## src/rtl/fetch_pkg.sv

```systemverilog
// Shared fetch-stage constants: bus widths common with instructionmem,
// the default reset PC, and the fetch FSM state encoding.
package fetch_pkg;

  localparam int FETCH_ADDR_W = 32;
  localparam int FETCH_DATA_W = 32;

  localparam logic [FETCH_ADDR_W-1:0] FETCH_RESET_PC = '0;

  localparam logic [1:0] ST_RUN    = 2'd0;
  localparam logic [1:0] ST_DRAIN  = 2'd1;
  localparam logic [1:0] ST_HALTED = 2'd2;

  // Halt only counts as complete once nothing is in flight and the skid is empty.
  function automatic logic [1:0] fetch_next_state(input logic halt,
                                                  input logic inflight,
                                                  input logic skid_full);
    if (!halt) return ST_RUN;
    if (!inflight && !skid_full) return ST_HALTED;
    return ST_DRAIN;
  endfunction

endpackage

```

## src/rtl/fetch_skid_buf.sv

```systemverilog
// One-entry {instr, pc} holding buffer that catches a returning instruction
// when decode stalls; flush drops the entry on a redirect.
module fetch_skid_buf
  import fetch_pkg::*;
#(
  parameter int DATA_W = FETCH_DATA_W,
  parameter int ADDR_W = FETCH_ADDR_W
) (
  input  logic              clk,
  input  logic              rst,
  input  logic              flush,
  input  logic              push,
  input  logic [DATA_W-1:0] push_instr,
  input  logic [ADDR_W-1:0] push_pc,
  input  logic              pop,
  output logic              valid,
  output logic [DATA_W-1:0] instr,
  output logic [ADDR_W-1:0] pc
);

  // Occupancy flag; push and pop never coincide because a full skid blocks issue.
  always_ff @(posedge clk) begin
    if (rst || flush) valid <= 1'b0;
    else if (push)    valid <= 1'b1;
    else if (pop)     valid <= 1'b0;
  end

  // Payload capture, no reset needed on data.
  always_ff @(posedge clk) begin
    if (push) begin
      instr <= push_instr;
      pc    <= push_pc;
    end
  end

endmodule

```

## src/rtl/instr_fetch_ctrl.sv

```systemverilog
// Fetch sequencer: owns the PC, issues one synchronous imem read per cycle,
// tags returning instructions with their PC and hands them to decode with
// a 1-entry skid for back-pressure, plus redirect flush and halt/drain.
module instr_fetch_ctrl
  import fetch_pkg::*;
#(
  parameter int                ADDR_W   = FETCH_ADDR_W,
  parameter int                DATA_W   = FETCH_DATA_W,
  parameter logic [ADDR_W-1:0] RESET_PC = ADDR_W'(FETCH_RESET_PC),
  parameter int                PC_STEP  = 1
) (
  input  logic              clk,
  input  logic              rst,
  output logic              imem_en,
  output logic [ADDR_W-1:0] imem_addr,
  input  logic [DATA_W-1:0] imem_instr,
  input  logic              redirect_valid,
  input  logic [ADDR_W-1:0] redirect_pc,
  input  logic              halt,
  output logic              out_valid,
  output logic [DATA_W-1:0] out_instr,
  output logic [ADDR_W-1:0] out_pc,
  input  logic              out_ready,
  output logic              halted
);

  logic [ADDR_W-1:0] pc_p0;
  logic              vld_p1;
  logic [ADDR_W-1:0] pc_p1;
  logic [1:0]        state;

  logic              skid_vld;
  logic [DATA_W-1:0] skid_instr;
  logic [ADDR_W-1:0] skid_pc;
  logic              skid_push;
  logic              skid_pop;

  logic              issue;
  logic              fire;
  logic              take_resp;

  // Issue only when a returning response is guaranteed a place to land.
  assign fire      = out_valid && out_ready;
  assign issue     = !rst && !halt && !redirect_valid && !skid_vld &&
                     !(out_valid && !out_ready);
  assign imem_en   = issue;
  assign imem_addr = pc_p0;

  assign take_resp = vld_p1 && !skid_vld && (!out_valid || fire);
  assign skid_push = vld_p1 && !redirect_valid && out_valid && !fire;
  assign skid_pop  = fire && skid_vld;
  assign halted    = (state == ST_HALTED);

  fetch_skid_buf #(
    .DATA_W (DATA_W),
    .ADDR_W (ADDR_W)
  ) u_skid (
    .clk        (clk),
    .rst        (rst),
    .flush      (redirect_valid),
    .push       (skid_push),
    .push_instr (imem_instr),
    .push_pc    (pc_p1),
    .pop        (skid_pop),
    .valid      (skid_vld),
    .instr      (skid_instr),
    .pc         (skid_pc)
  );

  // PC sequencing, in-flight tracking, decode output register and FSM.
  always_ff @(posedge clk) begin
    if (rst) begin
      pc_p0     <= RESET_PC;
      vld_p1    <= 1'b0;
      out_valid <= 1'b0;
      out_instr <= '0;
      out_pc    <= '0;
      state     <= ST_RUN;
    end else begin
      // p0 -> p1: address issued now, its data returns at the next edge
      vld_p1 <= issue;
      if (issue) pc_p1 <= pc_p0;
      if (redirect_valid) pc_p0 <= redirect_pc;
      else if (issue)     pc_p0 <= pc_p0 + ADDR_W'(PC_STEP);

      // p1 -> out: response goes to output register, skid, or is discarded
      if (redirect_valid) begin
        out_valid <= 1'b0;
      end else if (skid_pop) begin
        out_valid <= 1'b1;
        out_instr <= skid_instr;
        out_pc    <= skid_pc;
      end else if (take_resp) begin
        out_valid <= 1'b1;
        out_instr <= imem_instr;
        out_pc    <= pc_p1;
      end else if (fire) begin
        out_valid <= 1'b0;
      end

      state <= fetch_next_state(halt, vld_p1, skid_vld);
    end
  end

endmodule

```

## config.mk

```make
export PLATFORM = sky130hd
export DESIGN_NAME = instr_fetch_ctrl
export DESIGN_NICKNAME = d
export VERILOG_FILES = /design/src/rtl/fetch_pkg.sv /design/src/rtl/fetch_skid_buf.sv /design/src/rtl/instr_fetch_ctrl.sv
export SDC_FILE = /design/constraint.sdc
export NUM_CORES = 1
export LEC_CHECK = 0
export BUFFER_PORTS_ARGS = -buffer_cell sky130_fd_sc_hd__buf_2
export CAP_MARGIN = 20
export CORE_ASPECT_RATIO = 0.5
export CORE_MARGIN = 10
export CORE_UTILIZATION = 40
export CTS_CLUSTER_DIAMETER = 50
export CTS_CLUSTER_SIZE = 12
export DETAILED_ROUTE_END_ITERATION = 16
export SLEW_MARGIN = 30
export SYNTH_ARGS = -nofsm -noshare
export SYNTH_HDL_FRONTEND = slang
export SYNTH_SLANG_ARGS = --single-unit
```

## constraint.sdc

```tcl
create_clock -name clk -period 10.1 [get_ports clk]
set_input_delay 2.02 -clock clk [delete_from_list [all_inputs] [get_ports clk]]
set_output_delay 2.02 -clock clk [all_outputs]
set_load 0.05 [all_outputs]
```

Yosys cells after proc, flatten, opt, wreduce, memory -nomap -nowiden

Cells that the tools add are included.

Bits in registers: 197
Input bits: 69
Output and inout port bits: 99
Word-level logic and storage cells: 65

Add/subtract/negate cells: 1
Equal/unequal tests: 1
Multiplexer cells: 20
Bitwise gates (word level): 2
Reductions and logical operators: 31

Operators with widths:

| operator                | number |
|---|---|
| $mux W32                | 6 |
| $add A32 B1 Y32 const B | 1 |
| $logic_and A1 B1 Y1     | 13 |
| $mux W1                 | 10 |
| $logic_not A1 Y1        | 9 |
| $mux W2                 | 4 |
| $reduce_bool A2 Y1      | 3 |
| $reduce_and A2 Y1       | 2 |
| $reduce_bool A3 Y1      | 1 |
| $eq A2 B2 Y1 const B    | 1 |
| $logic_or A1 B1 Y1      | 2 |
| $not A1 Y1              | 2 |
| $reduce_or A2 Y1        | 1 |

Longest topological paths before layout

Word-level depth: 7
Depth in mapped cells: 8
Depth with buffers taken out: 6

Hierarchy

A second synthesis with hierarchy kept.

Cell total of the unflattened synthesis: 656
Area total of the unflattened synthesis: 7,741.2 µm²

By module, submodules not included:

| module           | times used | cells each | area an instance (µm²) | sequential area each (µm²) |
|---|---|---|---|---|
| instr_fetch_ctrl | 1          | 588        | 5,774.3                | 2,962.8 |
| fetch_skid_buf   | 1          | 68         | 1,966.9                | 1,941.9 |

Worst setup path before layout

No wires, ideal clock.

Kind: input port to flip-flop
Start: in redirect_valid
End: reg u_skid.instr[0], enable pin
Setup time: 565 ps
Arrival time: 6,817 ps
Data required time: 9,535 ps
Path slack: 2,718 ps
Cell stages on the path: 3
Path buffers: 2
Cell sequence: clkbuf_1 > buf_1 > nor3_1

Word-level cells in the longest chain between the ends: 4

RTL lines:

| what                             | RTL line               | RTL |
|---|---|---|
| from (decl)                      | instr_fetch_ctrl.sv:17 | `input logic redirect_valid,` |
| $logic_not A1 Y1                 | instr_fetch_ctrl.sv:50 | `assign skid_push = vld_p1 && !redirect_valid && out_valid && !fire;` |
| $logic_and A1 B1 Y1 (3 in a row) | instr_fetch_ctrl.sv:50 |  |
| net skid_push                    | instr_fetch_ctrl.sv:35 | `logic skid_push;` |
| to (signal assigned)             | fetch_skid_buf.sv:31   | `instr <= push_instr;` |
| to (decl)                        | fetch_skid_buf.sv:17   | `output logic [DATA_W-1:0] instr,` |

The timed path passes the listed nets, and every way through them passes these cells.
A chain may end at the register's enable or synchronous reset.

Worst setup path after layout

Start: in redirect_valid
End: out imem_en

Word-level cells in the longest chain between the ends: 4

RTL lines:

| what                             | RTL line               | RTL |
|---|---|---|
| $logic_not A1 Y1                 | instr_fetch_ctrl.sv:44 | `assign issue = !rst && !halt && !redirect_valid && !skid_vld &&` |
| $logic_and A1 B1 Y1 (3 in a row) | instr_fetch_ctrl.sv:44 |  |
| to (decl)                        | instr_fetch_ctrl.sv:14 | `output logic imem_en,` |

No other way between the ends.

==> results by group <==
Status
  – Status: finished, final reports clean

Worst setup path
  – WP data arrival: 3.79 ns
  – Crit path max-delay family: buffers and inverters
  – CP max stage delay: roughly 0.53 ns
  – R2R depth: 6
  – WP data required: 8.08 ns
  – Startpoint class of the critical path: primary input
  – R2r endpoint: imem_addr[27]
  – CP dominant cell by count: buf_2
  – Crit path cell chain: buf_2 -> nor2_1 -> nand3_1 -> inv_1 -> buf_2
  – Critical path class: in2out
  – Reg2reg start: u_skid.valid
  – Slowest-stage cell, CP: nand3_1
  – CP max FO: 29
  – R2R setup slack: 7.51 ns
  – Worst Path Buf+Inv: 3
  – Kind of end point of the critical path: output port

Global route
  – Largest net degree at the start of global routing: 109
  – First-pass GRT wire length: 32.3 mm
  – Antenna violations before repair: 0
  – Grt ovf: 0
  – Number of global-route vias before repair: 5,477
  – GR Util All Layers: 0.155

Logic synthesis
  – Seq cells post-synth: 197
  – Cells after Synth: ~660
  – Sequential area share after synthesis: 0.629
  – Synth top area share: 0.370
  – Most area-consuming cells after synthesis: edfxtp_1 (37%), dfxtp_1 (26%), mux2i_1 (8.5%), a211oi_1 (7.1%), nor2_1 (3.9%)
  – Post-Syn Area: 7800 um2
  – Syn avg cell area: 11.9 um2
  – Yosys warns: 0
  – Synth cell types: between 40 and 50
  – Yosys top cell by area: edfxtp_1
  – Syn nets: 725

Placement
  – GPL Wtd Cong: 0.861
  – Input/output buffers: 167
  – Dpl hpwl: 14.1 mm

Drt
  – DR vias: 5,634
  – Antenna-violating nets left: 0
  – Iter 0 DRT Violations: 456
  – Vias per Instance: 5.24
  – DR pass1 iterations: 5
  – Final WL: 20.4 mm
  – Drt drc: 0
  – Per-cell routed wire length: 18.9 um

STA
  – Part of the cycle the worst path needs: 0.576
  – Final hold slack: 0.455 ns
  – Worst slew pin tran: 0.868 ns
  – Max transition margin: 0.421
  – Min Clock Period, post-route: slightly below 6 ns
  – Final hold viol count: 0
  – RSZ-0062 raised after global routing: no
  – Final Max Tran Viols: 0
  – Final setup vio count: 0
  – Final Skew: approximately 0.011 ns
  – Setup_tns: 0 ns
  – Achievable clock frequency: 172 MHz

CTS
  – Clock Path Buffers: 2
  – TritonCTS Buffers: 17
  – CTS clk-pin slew, worst paths: 0.08 ns
  – CTS tree: yes
  – Buffer count from post-CTS setup fixing: 0
  – Maximum level of the CTS H-tree: 4
  – Clk sinks: 197
  – Hold-fix buffers, CTS: 0
  – Root Buffer: clkbuf_16
  – CTS resizes: 0
  – Clk Latency, worst-skew pair: 0.43 ns

Final layout
  – Fill cell count: 1,735
  – Most common cell after layout, fill and taps aside: buf_2
  – Layout cell share with drive strength beyond 1: 0.279
  – Final Net Count: 874
  – Commonest non-fill, non-tap cells in the layout: buf_2 (166), dfxtp_1 (101), edfxtp_1 (96)
  – Synthesis-to-finish area growth: 21.2%
  – Ant diodes: 0

Hold path
  – Hold Path Cell Cnt: 0
  – Endpoint, Worst Hold: u_skid.pc[25]
  – Hold path startpoint: pc_p1[25]
  – HP Class: reg2reg

Floorplan
  – I/O pin count: 168
  – Die area: 25,800 um2
  – Row count: 35
  – Die Ht: 119 um
  – Core Footprint: approximately 19,000 um2
  – Initial Utilization: 0.416
  – Die width: 217 um

Pwr
  – VDD IR max: 0.108 mV
  – Lkg Pwr: ~3.9 nW
  – Pwr per Cell Area: about 180 nW/um2
  – Power, Total: 1.72 mW

Flow run
  – Maxcap violations: 0
-- cells in the mapped netlist (all sizes together) --
master   instances
nor2b            3
or3              3
nand2           39
or2              2
nor3            11
a211oi          75
nor4            14
nor2            80
and4             3
mux2             4
o21ai            3
mux2i           66
buf             14
clkbuf          31
a31oi            3
and3             4
edfxtp          96
a21oi           23
and2             4
xnor2           18
a2111oi          2
inv              7
nand2b           3
dfxtp          101
nand3           18
nand4            8
o311ai           6
o22ai            6
clkinv           1
a311oi           1
o31a             1
ha               1
or4              3
xor2             1
-- metrics by stage --
stage	utilization	setup slack (ns)	cell area, um2	std cells
after detailed placement	0.473	4.31	8860	1044
after floorplan	-	2.72	7800	655
after global placement	0.472	4.40	8860	1044
final	0.504	4.29	9450	1076
after global routing	0.504	4.13	9450	1076
after CTS	0.504	4.32	9450	1076
-- per-layer routing --
layer / wire [um] / track usage / vias to the layer above
met5: 0 / 0 / -
met4: 315 / 0.0469 / 0
met3: 1110 / 0.0446 / 26
met2: 9740 / 0.250 / 154
met1: 9200 / 0.198 / 2713
li1: - / - / 2741
-- area by class of cell --
type                            instances  area, um2  share of cell area
Sequential cell                       197       4900               0.519
Timing Repair Buffer                  175        906              0.0958
Tap cell                              259        324              0.0343
Inverter                                8       30.0             0.00318
Clock inverter                         15        164              0.0173
Clock buffer                           17        425              0.0450
Multi-Input combinational cell        405       2700               0.286
-- report_power, final --
part / internal, mW / switching (mW)
registers: 0.859 / 0.0249
clock network: 0.354 / 0.324
logic: 0.0447 / 0.116
-- cell families after synthesis --
kind of cell | synth area share
compound gates | 0.108
xor+xnor | 0.0213
fa+ha+maj | 0.00160
buf+inv | 0.0279
flops | 0.629
mux | 0.0905
simple gates | 0.121
-- registers in the layout, indices dropped and copies added, names as in the netlist --
signal / cells
out_pc: 32
u_skid.pc: 32
out_valid: 1
state: 2
pc_p1: 32
imem_addr: 32
out_instr: 32
u_skid.instr: 32
vld_p1: 1
u_skid.valid: 1
-- worst max path at each step --
| stage | endpoint | slack, ns | cells past startpoint | from |
|---|---|---|---|---|
| after global placement | imem_en | 4.40 | 5 | redirect_valid |
| after CTS | imem_en | 4.32 | 5 | redirect_valid |
| after detailed placement | imem_en | 4.31 | 5 | redirect_valid |
| final | imem_en | 4.29 | 5 | redirect_valid |
| after floorplan | u_skid.instr[0] | 2.72 | 3 | redirect_valid |
| after global routing | imem_en | 4.13 | 5 | redirect_valid |
No activity file was read; power rests on OpenSTA's default activity.
